--- config.mk ---
export PLATFORM = sky130hd
export DESIGN_NAME = fpu_cmp_writeback
export DESIGN_NICKNAME = d
export VERILOG_FILES = /design/src/rtl/fpu_cmp_writeback.sv
export SDC_FILE = /design/constraint.sdc
export NUM_CORES = 1
export LEC_CHECK = 0
export ABC_AREA = 1
export BUFFER_PORTS_ARGS = -buffer_cell sky130_fd_sc_hd__buf_2
export CELL_PAD_IN_SITES_DETAIL_PLACEMENT = 1
export CELL_PAD_IN_SITES_GLOBAL_PLACEMENT = 1
export CORE_MARGIN = 2
export CORE_UTILIZATION = 33
export CTS_CLUSTER_DIAMETER = 80
export DETAILED_ROUTE_END_ITERATION = 10
export PLACE_DENSITY = 0.79
export SLEW_MARGIN = 30
export SYNTH_ARGS = -nofsm -noshare
export SYNTH_HDL_FRONTEND = slang
export SYNTH_SLANG_ARGS = --single-unit
--- constraint.sdc ---
create_clock -name clk -period 1.6 [get_ports clk]
set_input_delay 0.24 -clock clk [delete_from_list [all_inputs] [get_ports clk]]
set_output_delay 0.24 -clock clk [all_outputs]
set_load 0.05 [all_outputs]
--- src/rtl/fpu_cmp_writeback.sv ---
// Registered writeback stage behind the FPU comparator.
// It applies NaN rules, raises the NV flag and buffers results in a small FIFO.
// Optional: define FPU_CMP_CANON_NAN_EN to canonicalise NaN results of fmin/fmax.
module fpu_cmp_writeback #(
    parameter int unsigned Std   = 31,
    parameter int unsigned Exp   = 7,
    parameter int unsigned Man   = 22,
    parameter int unsigned DEPTH = 2
) (
    input  logic           clk,
    input  logic           rst_l,
    input  logic           in_valid,
    output logic           in_ready,
    input  logic [7:0]     opcode,
    input  logic [Std:0]   op_a,
    input  logic [Std:0]   op_b,
    input  logic [31:0]    cmp_result,
    input  logic [Std:0]   minmax_result,
    input  logic [4:0]     rd_addr,
    output logic           out_valid,
    input  logic           out_ready,
    output logic [31:0]    out_data,
    output logic [4:0]     out_rd,
    output logic           out_is_fp,
    output logic           out_nv,
    input  logic           fflags_clr,
    output logic           fflags_nv
);

    localparam int unsigned PW = (DEPTH > 1) ? $clog2(DEPTH) : 1;
    localparam int unsigned CW = $clog2(DEPTH) + 1;
    localparam logic [31:0] CANON_NAN = 32'h7FC0_0000;

    typedef struct packed {
        logic [31:0] data;
        logic [4:0]  rd;
        logic        is_fp;
        logic        nv;
    } wb_entry_t;

    wb_entry_t        r_mem [DEPTH];
    logic [PW-1:0]    r_wr_ptr;
    logic [PW-1:0]    r_rd_ptr;
    logic [CW-1:0]    r_count;
    logic             r_fflags_nv;

    logic             w_a_nan, w_b_nan, w_a_snan, w_b_snan;
    logic             w_any_nan, w_any_snan;
    logic [31:0]      w_minmax;
    wb_entry_t        w_entry;
    wb_entry_t        w_head;
    logic             w_push, w_pop;
    logic             w_unused_sign;

    // Operand classification: NaN = exponent all-ones with non-zero mantissa.
    assign w_a_nan    = (&op_a[Std-1 -: Exp+1]) && (|op_a[Man:0]);
    assign w_b_nan    = (&op_b[Std-1 -: Exp+1]) && (|op_b[Man:0]);
    assign w_a_snan   = w_a_nan && !op_a[Man];
    assign w_b_snan   = w_b_nan && !op_b[Man];
    assign w_any_nan  = w_a_nan | w_b_nan;
    assign w_any_snan = w_a_snan | w_b_snan;
    assign w_unused_sign = op_a[Std] ^ op_b[Std];

    always_comb begin
        w_minmax = 32'(minmax_result);
`ifdef FPU_CMP_CANON_NAN_EN
        if (w_a_nan && w_b_nan) begin
            w_minmax = CANON_NAN;
        end else if (w_a_nan) begin
            w_minmax = 32'(op_b);
        end else if (w_b_nan) begin
            w_minmax = 32'(op_a);
        end
`endif
    end

    // Result/flag generation; the lowest set opcode bit selects the operation.
    always_comb begin
        w_entry       = '0;
        w_entry.rd    = rd_addr;
        casez (opcode)
            8'b???????1: begin
                w_entry.data = w_any_nan ? 32'd0 : 32'(|cmp_result);
                w_entry.nv   = w_any_snan;
            end
            8'b??????10: begin
                w_entry.data = w_any_nan ? 32'd1 : 32'(|cmp_result);
                w_entry.nv   = w_any_snan;
            end
            8'b?????100, 8'b????1000, 8'b???10000, 8'b??100000: begin
                w_entry.data = w_any_nan ? 32'd0 : 32'(|cmp_result);
                w_entry.nv   = w_any_nan;
            end
            8'b?1000000, 8'b10000000: begin
                w_entry.data  = w_minmax;
                w_entry.is_fp = 1'b1;
                w_entry.nv    = w_any_snan;
            end
            default: begin
                w_entry.data = 32'd0;
            end
        endcase
    end

    assign in_ready  = (r_count != CW'(DEPTH));
    assign out_valid = (r_count != '0);
    assign w_push    = in_valid & in_ready;
    assign w_pop     = out_valid & out_ready;

    assign w_head    = r_mem[r_rd_ptr];
    assign out_data  = w_head.data;
    assign out_rd    = w_head.rd;
    assign out_is_fp = w_head.is_fp;
    assign out_nv    = w_head.nv;
    assign fflags_nv = r_fflags_nv;

    // Storage is cleared on reset so the head reads as zero when empty after reset.
    always_ff @(posedge clk or negedge rst_l) begin
        if (!rst_l) begin
            for (int i = 0; i < int'(DEPTH); i++) begin
                r_mem[i] <= '0;
            end
        end else if (w_push) begin
            r_mem[r_wr_ptr] <= w_entry;
        end
    end

    always_ff @(posedge clk or negedge rst_l) begin
        if (!rst_l) begin
            r_wr_ptr <= '0;
            r_rd_ptr <= '0;
            r_count  <= '0;
        end else begin
            if (w_push) begin
                r_wr_ptr <= r_wr_ptr + PW'(1);
            end
            if (w_pop) begin
                r_rd_ptr <= r_rd_ptr + PW'(1);
            end
            case ({w_push, w_pop})
                2'b10:   r_count <= r_count + CW'(1);
                2'b01:   r_count <= r_count - CW'(1);
                default: r_count <= r_count;
            endcase
        end
    end

    // Sticky NV: a flagged push wins over a simultaneous clear.
    always_ff @(posedge clk or negedge rst_l) begin
        if (!rst_l) begin
            r_fflags_nv <= 1'b0;
        end else if (w_push && w_entry.nv) begin
            r_fflags_nv <= 1'b1;
        end else if (fflags_clr) begin
            r_fflags_nv <= 1'b0;
        end
    end

endmodule

==> results.rst, run 1 <==
.. list-table::
   :header-rows: 1

   * - Metric
     - Value
   * - Type of the worst setup path
     - flip-flop to output pin
   * - Final worst-path cycle share
     - 101%
   * - Pin count of the biggest net entering global routing
     - 84
   * - Adder-cell area share of the yosys netlist
     - 0.302%
   * - Portion of synthesized cell area occupied by the leading cell type
     - 50.1%
   * - Final core utilization
     - 51.9%
   * - Level count of the clock H-tree
     - 3
   * - Max-slew violations
     - 0
   * - Placement Setup Slack
     - 60.2 ps
   * - Synth area leader
     - dfrtp_1
   * - Count leader, synth
     - nand2_1
   * - Worst reg2reg setup slack
     - 70 ps
   * - Category of the worst setup path capture point
     - output pin
   * - Number of non-filler instances in the completed layout
     - 916
   * - Max clock buf depth
     - 2
   * - Post-synthesis instance total
     - 553
   * - Post-Syn Nets
     - 700
   * - Clock Sinks
     - 83
   * - Post-synthesis compound-gate area fraction
     - 10.1%
   * - Die footprint
     - 13500 sq um
   * - Placed cell count
     - 895
   * - Combinational family with the most area after synthesis
     - simple AND/OR/NAND/NOR gates
   * - Via Count
     - 4326
   * - FFs w/ async S/R, synth
     - 100%
   * - Overall overflow remaining after global route
     - 0
   * - Clock latency on the worst-skew pair
     - 330 ps
   * - XOR/XNOR Fraction of Synth Area
     - 0.634%
   * - Ranking of synthesized cells by instance count
     - nand2_1, dfrtp_1, o21ai_1
   * - Syn avg cell area
     - 7.50 sq um
   * - First-pass GRT wire length
     - 21500 um
   * - TritonCTS clock tree
     - done
   * - Yosys warns
     - 0
   * - Fraction of the yosys area taken by sequential cells
     - 50.1%
   * - Net count reported at finish
     - 891
   * - Proportion of synthesized area in mux cells
     - 0%
   * - DIE HEIGHT
     - 116 um
   * - Result of the run
     - complete, but fails checks
   * - Largest cells by area after synthesis
     - dfrtp_1, nand2_1, o21ai_1
   * - Number of global-route vias before repair
     - 4607
   * - Post-DP HPWL
     - 9680 um
   * - Number of max-cap violations
     - 0
   * - Startpoint Class
     - flip-flop
   * - Most used flip-flop cell after synthesis
     - dfrtp_1
   * - First-iteration detailed-routing DRC count
     - 254
   * - Final TNS setup
     - -93.2 ps
   * - Clock root buffer
     - clkbuf_16
   * - Post-Route Skew
     - 7.31 ps
   * - Cts bufs inserted
     - 9
   * - Routed length per instance
     - 15.3 um
   * - Overall global routing resource usage
     - 20.5%
   * - Power per Cell Area
     - 1300 nW/um^2
   * - Simple-gate share of the synthesized area
     - 32.2%
   * - Final hold violation count
     - 0
   * - Synthesized cell area
     - 4150 sq um
   * - Required time at the endpoint of the critical path
     - 1360 ps
   * - TritonRoute pass-1 iters
     - 4
   * - Effective utilization at floorplan
     - 34.2%
   * - Detail-routed via count per cell
     - 4.72
   * - Largest vdd supply drop
     - 0.000597 V
   * - Tightest Hold Check Type
     - input port to flip-flop
   * - Number of antenna violations at the first check in global routing
     - 0
   * - Ports placed on the boundary
     - 188
   * - Port buffer count
     - 185
   * - Horizontal extent of the die
     - 116 um
   * - Unrepaired setup endpoints after global routing
     - true
   * - Maximum fanout count along the critical path
     - 7
   * - Final worst slack
     - -16.6 ps
   * - Routability-driven placement congestion ratio
     - 0.872
   * - Floorplan row count
     - 40
   * - Data arrival time of the critical path
     - 1380 ps
   * - Antenna-violating nets left
     - 0
   * - Growth of design area from synthesis to finish
     - 51.7%
   * - Static Leakage
     - 3.19 nW
   * - Minimum period implied by the final worst setup slack
     - 1620 ps
   * - Inserted Diodes
     - 0
   * - Number of storage elements in the synthesis netlist
     - 83
   * - Worst slew margin
     - 69.6%
   * - Worst hold slack across all endpoints
     - 130 ps
   * - Clk pin slew, worst setup/hold paths
     - 60 ps
   * - Transition time of the tightest slew-check pin
     - 457 ps
   * - Violated checks
     - negative setup slack
   * - Distinct cell type count after synthesis
     - 24
   * - Standard cell core area
     - 12100 sq um
   * - Number of DRC violations after detailed routing
     - 0
   * - Proportion of layout cells with a drive suffix above 1
     - 39.4%
   * - Wire length reported by the detailed router
     - 14000 um
   * - EDFF count, synth
     - 0
   * - Total setup violations reported at the end of the flow
     - 9
   * - Fmax
     - 619 MHz
sequential cells by signal (all words and copies together) (netlist names):
register	cells
r_rd_ptr	1
fflags_nv	1
r_mem	78
r_count	2
r_wr_ptr	1
path summary, 6_finish.rpt:
path | start | end | cells past startpoint
max in group asynchronous | rst_l | r_rd_ptr | 3
worst min register to register | r_mem[5] | r_mem[5] | 2
worst max register to register | r_count[0] | r_mem[24] | 8
worst min-delay path | rd_addr[0] | r_mem[2] | 3
worst max-delay path | r_rd_ptr | out_data[13] | 5
min in group asynchronous | rst_l | r_mem[65] | 3
placed cells by master (no fill, tap or decap), drive strengths merged:
| cell | synthesis | routed |
|---|---|---|
| clkbuf | 9 | 13 |
| nand3 | 6 | 6 |
| bufinv | 0 | 2 |
| clkinv | 1 | 3 |
| xor2 | 2 | 2 |
| dfrtp | 83 | 83 |
| o21ai | 77 | 77 |
| dlygate4sd3 | 0 | 1 |
| buf | 17 | 203 |
| a21oi | 1 | 1 |
| inv | 18 | 18 |
| nor3 | 1 | 1 |
| nor2 | 56 | 56 |
| ha | 1 | 1 |
| nand4 | 4 | 4 |
| xnor2 | 1 | 1 |
| nand2 | 276 | 276 |
cell type report:
type	instances	area, sq um
fillers	1531	5820
flip-flops and latches	83	2080
multi-input cells	425	2070
repair buffers	206	1530
clock buffers	11	253
well taps	168	210
inverters	19	78.8
clock inverters	4	73.8
layer usage:
layer,GRT usage (%),vias to the layer above,part of all wire [%]
met4,6.59,0,1.5
met1,22.8,2062,39
met5,0,-,0
li1,-,2104,-
met3,2.77,19,4.3
met2,39.8,141,56
metrics by stage:
step           total power [mW]  cell area [sq um]
3_5_place_dp               5.19               5270
4_1_cts                    7.75               5880
5_1_grt                    8.59               6290
3_3_place_gp               5.12               5270
6_report                   8.15               6290
2_1_floorplan              4.38               4160
cells by family (layout without fill, tap and decap cells):
kind of cell / Yosys count / in the layout
xor+xnor: 3 / 3
flops: 83 / 83
buf+inv: 45 / 240
compound gates: 78 / 78
fa+ha+maj: 1 / 1
simple gates: 343 / 343
worst max-delay path, cell delays in order, from the launching register on:
cell and delay (ps):
dfrtp_2 420, clkinv_4 130, clkbuf_16 210, nand2_4 70, nand2_4 60, buf_8 150
timing repair:
action	CTS	global route
setup endpoints to repair	39	65
cloned	1	2
hold buffers	1	0
endpoints found under the hold margin	83	0
setup buffers	0	2
pin swaps	0	14
gates resized for setup	85	98
where the power goes:
part	switching, mW	internal, mW	total, mW
combinational	2.16	1.20	3.36
clock	0.831	1.44	2.28
sequential	0.171	2.35	2.52
total	3.16	4.99	8.15
(Power assumes the default switching activity.)
==> inputs of run 2 (changes only) <==
--- a/config.mk
+++ b/config.mk
@@ -9,11 +9,11 @@
 export BUFFER_PORTS_ARGS = -buffer_cell sky130_fd_sc_hd__buf_2
 export CELL_PAD_IN_SITES_DETAIL_PLACEMENT = 1
 export CELL_PAD_IN_SITES_GLOBAL_PLACEMENT = 1
-export CORE_MARGIN = 2
-export CORE_UTILIZATION = 33
+export CORE_MARGIN = 1
+export CORE_UTILIZATION = 29
 export CTS_CLUSTER_DIAMETER = 80
 export DETAILED_ROUTE_END_ITERATION = 10
-export PLACE_DENSITY = 0.79
+export PLACE_DENSITY = 0.74
 export SLEW_MARGIN = 30
 export SYNTH_ARGS = -nofsm -noshare
 export SYNTH_HDL_FRONTEND = slang
==> constraint.sdc (replaced) <==
create_clock -name clk -period 1.4 [get_ports clk]
set_input_delay 0.21 -clock clk [delete_from_list [all_inputs] [get_ports clk]]
set_output_delay 0.21 -clock clk [all_outputs]
set_load 0.05 [all_outputs]
==> run 2 against run 1 <==
Effect of this change:
- the flow still finishes with violations (negative setup slack)
- final cell count increased by 4.4%
- die area increased by 9.7%
- critical path depth decreased by 1
- first-iteration DRC count decreased by 17%
- setup slack got worse by 190 ps
- hold slack got worse by 36 ps
- sequential share of layout area decreased by 3.6 points
- utilization decreased by 1.3 points
- design area increased by 12%
- via count increased by 5.5%
- register-to-register slack got worse by 140 ps
- global-route usage decreased by 0.97 points
- critical path type unchanged
- largest power group unchanged
- highest routed layer unchanged
==> results.rst, run 2 (synthesis gave the netlist of run 1 again) <==
.. list-table::
   :header-rows: 1

   * - Metric
     - Value
   * - Type of the worst setup path
     - flip-flop to output pin
   * - Clock latency on the worst-skew pair
     - 340 ps
   * - Routability-driven placement congestion ratio
     - 0.723
   * - Worst hold slack across all endpoints
     - 94.4 ps
   * - Clk pin slew, worst setup/hold paths
     - 60 ps
   * - Clock root buffer
     - clkbuf_16
   * - Horizontal extent of the die
     - 122 um
   * - Max reg flops
     - 78
   * - Level count of the clock H-tree
     - 3
   * - Inserted Diodes
     - 0
   * - Cts bufs inserted
     - 9
   * - Commonest cells after routing, fill and taps aside
     - nand2_1, buf_2, dfrtp_1, nand2_2, nor2_1
   * - Routed length on met2
     - 8930 um
   * - Met3 layer wire length in the routed design
     - 729 um
   * - Depth of the most critical reg-to-reg path
     - 8
   * - Category of the worst setup path capture point
     - output pin
   * - Overall global routing resource usage
     - 19.5%
   * - Critical Path Start
     - r_rd_ptr
   * - Share of total power in the clock network
     - 21.8%
   * - Tightest Hold Check Type
     - input port to flip-flop
   * - Final hold violation count
     - 0
   * - Internal
     - 6.67 mW
   * - Final core utilization
     - 50.6%
   * - Reg with most FFs
     - r_mem
   * - Result of the run
     - complete, but fails checks
   * - Fraction of power consumed by combinational cells
     - 52.5%
   * - Routed length per instance
     - 16.9 um
   * - Detail-routed via count per cell
     - 4.77
   * - First-pass GRT wire length
     - 22300 um
   * - Critical R2R Capture
     - r_mem[58]
   * - Area occupied by registers
     - 2080 sq um
   * - Floorplan row count
     - 43
   * - Power per Cell Area
     - 1600 nW/um^2
   * - TritonCTS clock tree
     - done
   * - Effective utilization at floorplan
     - 29.7%
   * - Origin of the critical flop-to-flop path
     - r_count[1]
   * - Total design power
     - 11.3 mW
   * - DIE HEIGHT
     - 122 um
   * - Overall overflow remaining after global route
     - 0
   * - Flop pwr share
     - 25.7%
   * - Pin count of the biggest net entering global routing
     - 84
   * - Via Count
     - 4564
   * - Number of max-cap violations
     - 0
   * - Post-Route Skew
     - 9.31 ps
   * - Clock Sinks
     - 83
   * - Area used by multi-input combinational logic
     - 2290 sq um
   * - First-iteration detailed-routing DRC count
     - 212
   * - Switching part of the total
     - 40.9%
   * - Required time at the endpoint of the critical path
     - 1190 ps
   * - Final worst-path cycle share
     - 115%
   * - Critical Path Sink
     - out_rd[0]
   * - Fmax
     - 623 MHz
   * - Ports placed on the boundary
     - 188
   * - Total of fill cells in the finished design
     - 1653
   * - Port buffer count
     - 185
   * - Antenna-violating nets left
     - 0
   * - Most common library cell in the layout ignoring fill and taps
     - nand2_1
   * - Topmost layer with routed signal wires
     - met4
   * - Number of global-route vias before repair
     - 4762
   * - Top flop regs
     - r_mem x78, r_count x2
   * - Number of antenna violations at the first check in global routing
     - 0
   * - Minimum period implied by the final worst setup slack
     - 1600 ps
   * - Post-DP HPWL
     - 9200 um
   * - Static Leakage
     - 3.48 nW
   * - Unrepaired setup endpoints after global routing
     - true
   * - Max-slew violations
     - 0
   * - Proportion of layout cells with a drive suffix above 1
     - 49.9%
   * - Wire length reported by the detailed router
     - 16200 um
   * - NetSw
     - 4.62 mW
   * - Number of DRC violations after detailed routing
     - 0
   * - Final worst slack
     - -205 ps
   * - Violated checks
     - negative setup slack
   * - Data arrival time of the critical path
     - 1390 ps
   * - Max clock buf depth
     - 2
   * - Startpoint Class
     - flip-flop
   * - Largest vdd supply drop
     - 0.00106 V
   * - Worst reg2reg setup slack
     - -70 ps
   * - Net count reported at finish
     - 918
   * - TritonRoute pass-1 iters
     - 4
   * - Maximum fanout count along the critical path
     - 6
   * - Transition time of the tightest slew-check pin
     - 461 ps
   * - Die footprint
     - 14800 sq um
   * - Growth of design area from synthesis to finish
     - 70.2%
   * - Wl on met1
     - 6210 um
   * - Worst slew margin
     - 69.3%
   * - Standard cell core area
     - 13900 sq um
   * - Total setup violations reported at the end of the flow
     - 102
-- run 2: power by group through the flow --
stage	Clock, mW	Combinational (mW)	Sequential (mW)
2_1_floorplan	0	2.39	2.87
3_3_place_gp	0	3.41	2.88
3_5_place_dp	0	3.50	2.91
4_1_cts	2.49	4.64	2.89
5_1_grt	2.59	6.28	2.93
6_report	2.46	5.93	2.90
-- run 2: layout make-up --
| cell class | instances | share of cell area (%) |
|---|---|---|
| inverter | 19 | 1.54 |
| tap | 180 | 3.19 |
| timing repair inverter | 5 | 1.33 |
| clock buffer | 10 | 3.39 |
| timing repair buffer | 228 | 27.6 |
| sequential | 83 | 29.5 |
| clock inverter | 6 | 1.01 |
| multi-input combinational | 425 | 32.4 |
-- run 2: stage by stage --
stage | cell area (sq um) | worst slack [ps] | std cells | TNS, ps
final | 7060 | -205 | 956 | -8360
after detailed placement | 5500 | -158 | 911 | -5480
after CTS | 6420 | -220 | 935 | -7330
after floorplan | 4310 | -31.3 | 553 | -733
after global routing | 7060 | -252 | 956 | -14070
after global placement | 5500 | -94.8 | 911 | -3150
-- run 2: worst min-delay path by stage --
stage / startpoint / endpoint / cells past startpoint
after floorplan: rst_l / fflags_nv / 0
after global placement: rst_l / r_mem[62] / 2
after detailed placement: rst_l / r_mem[23] / 2
after CTS: rd_addr[4] / r_mem[6] / 3
after global routing: rd_addr[2] / r_mem[4] / 3
final: rd_addr[4] / r_mem[6] / 3
-- run 2: timing repair --
item | in CTS | in global routing
endpoints found under the hold margin | 83 | 0
pin swaps | 12 | 9
gates resized for setup | 141 | 98
buffers inserted | 3 | 9
gates cloned | 4 | 12
endpoints found under the setup margin | 81 | 79
hold buffers | 1 | 0
-- run 2: layer usage --
| layer | up-vias | global-route usage [%] |
|---|---|---|
| li1 | 2182 | - |
| met1 | 2207 | 21.9 |
| met2 | 151 | 37.0 |
| met3 | 24 | 3.46 |
| met4 | 0 | 6.10 |
| met5 | - | 0 |
-- run 2: worst max-delay path, cell delays in order, from the launching register on --
cell	delay, ps
dfrtp_2	430
buf_12	160
buf_16	140
o21ai_4	140
buf_6	170
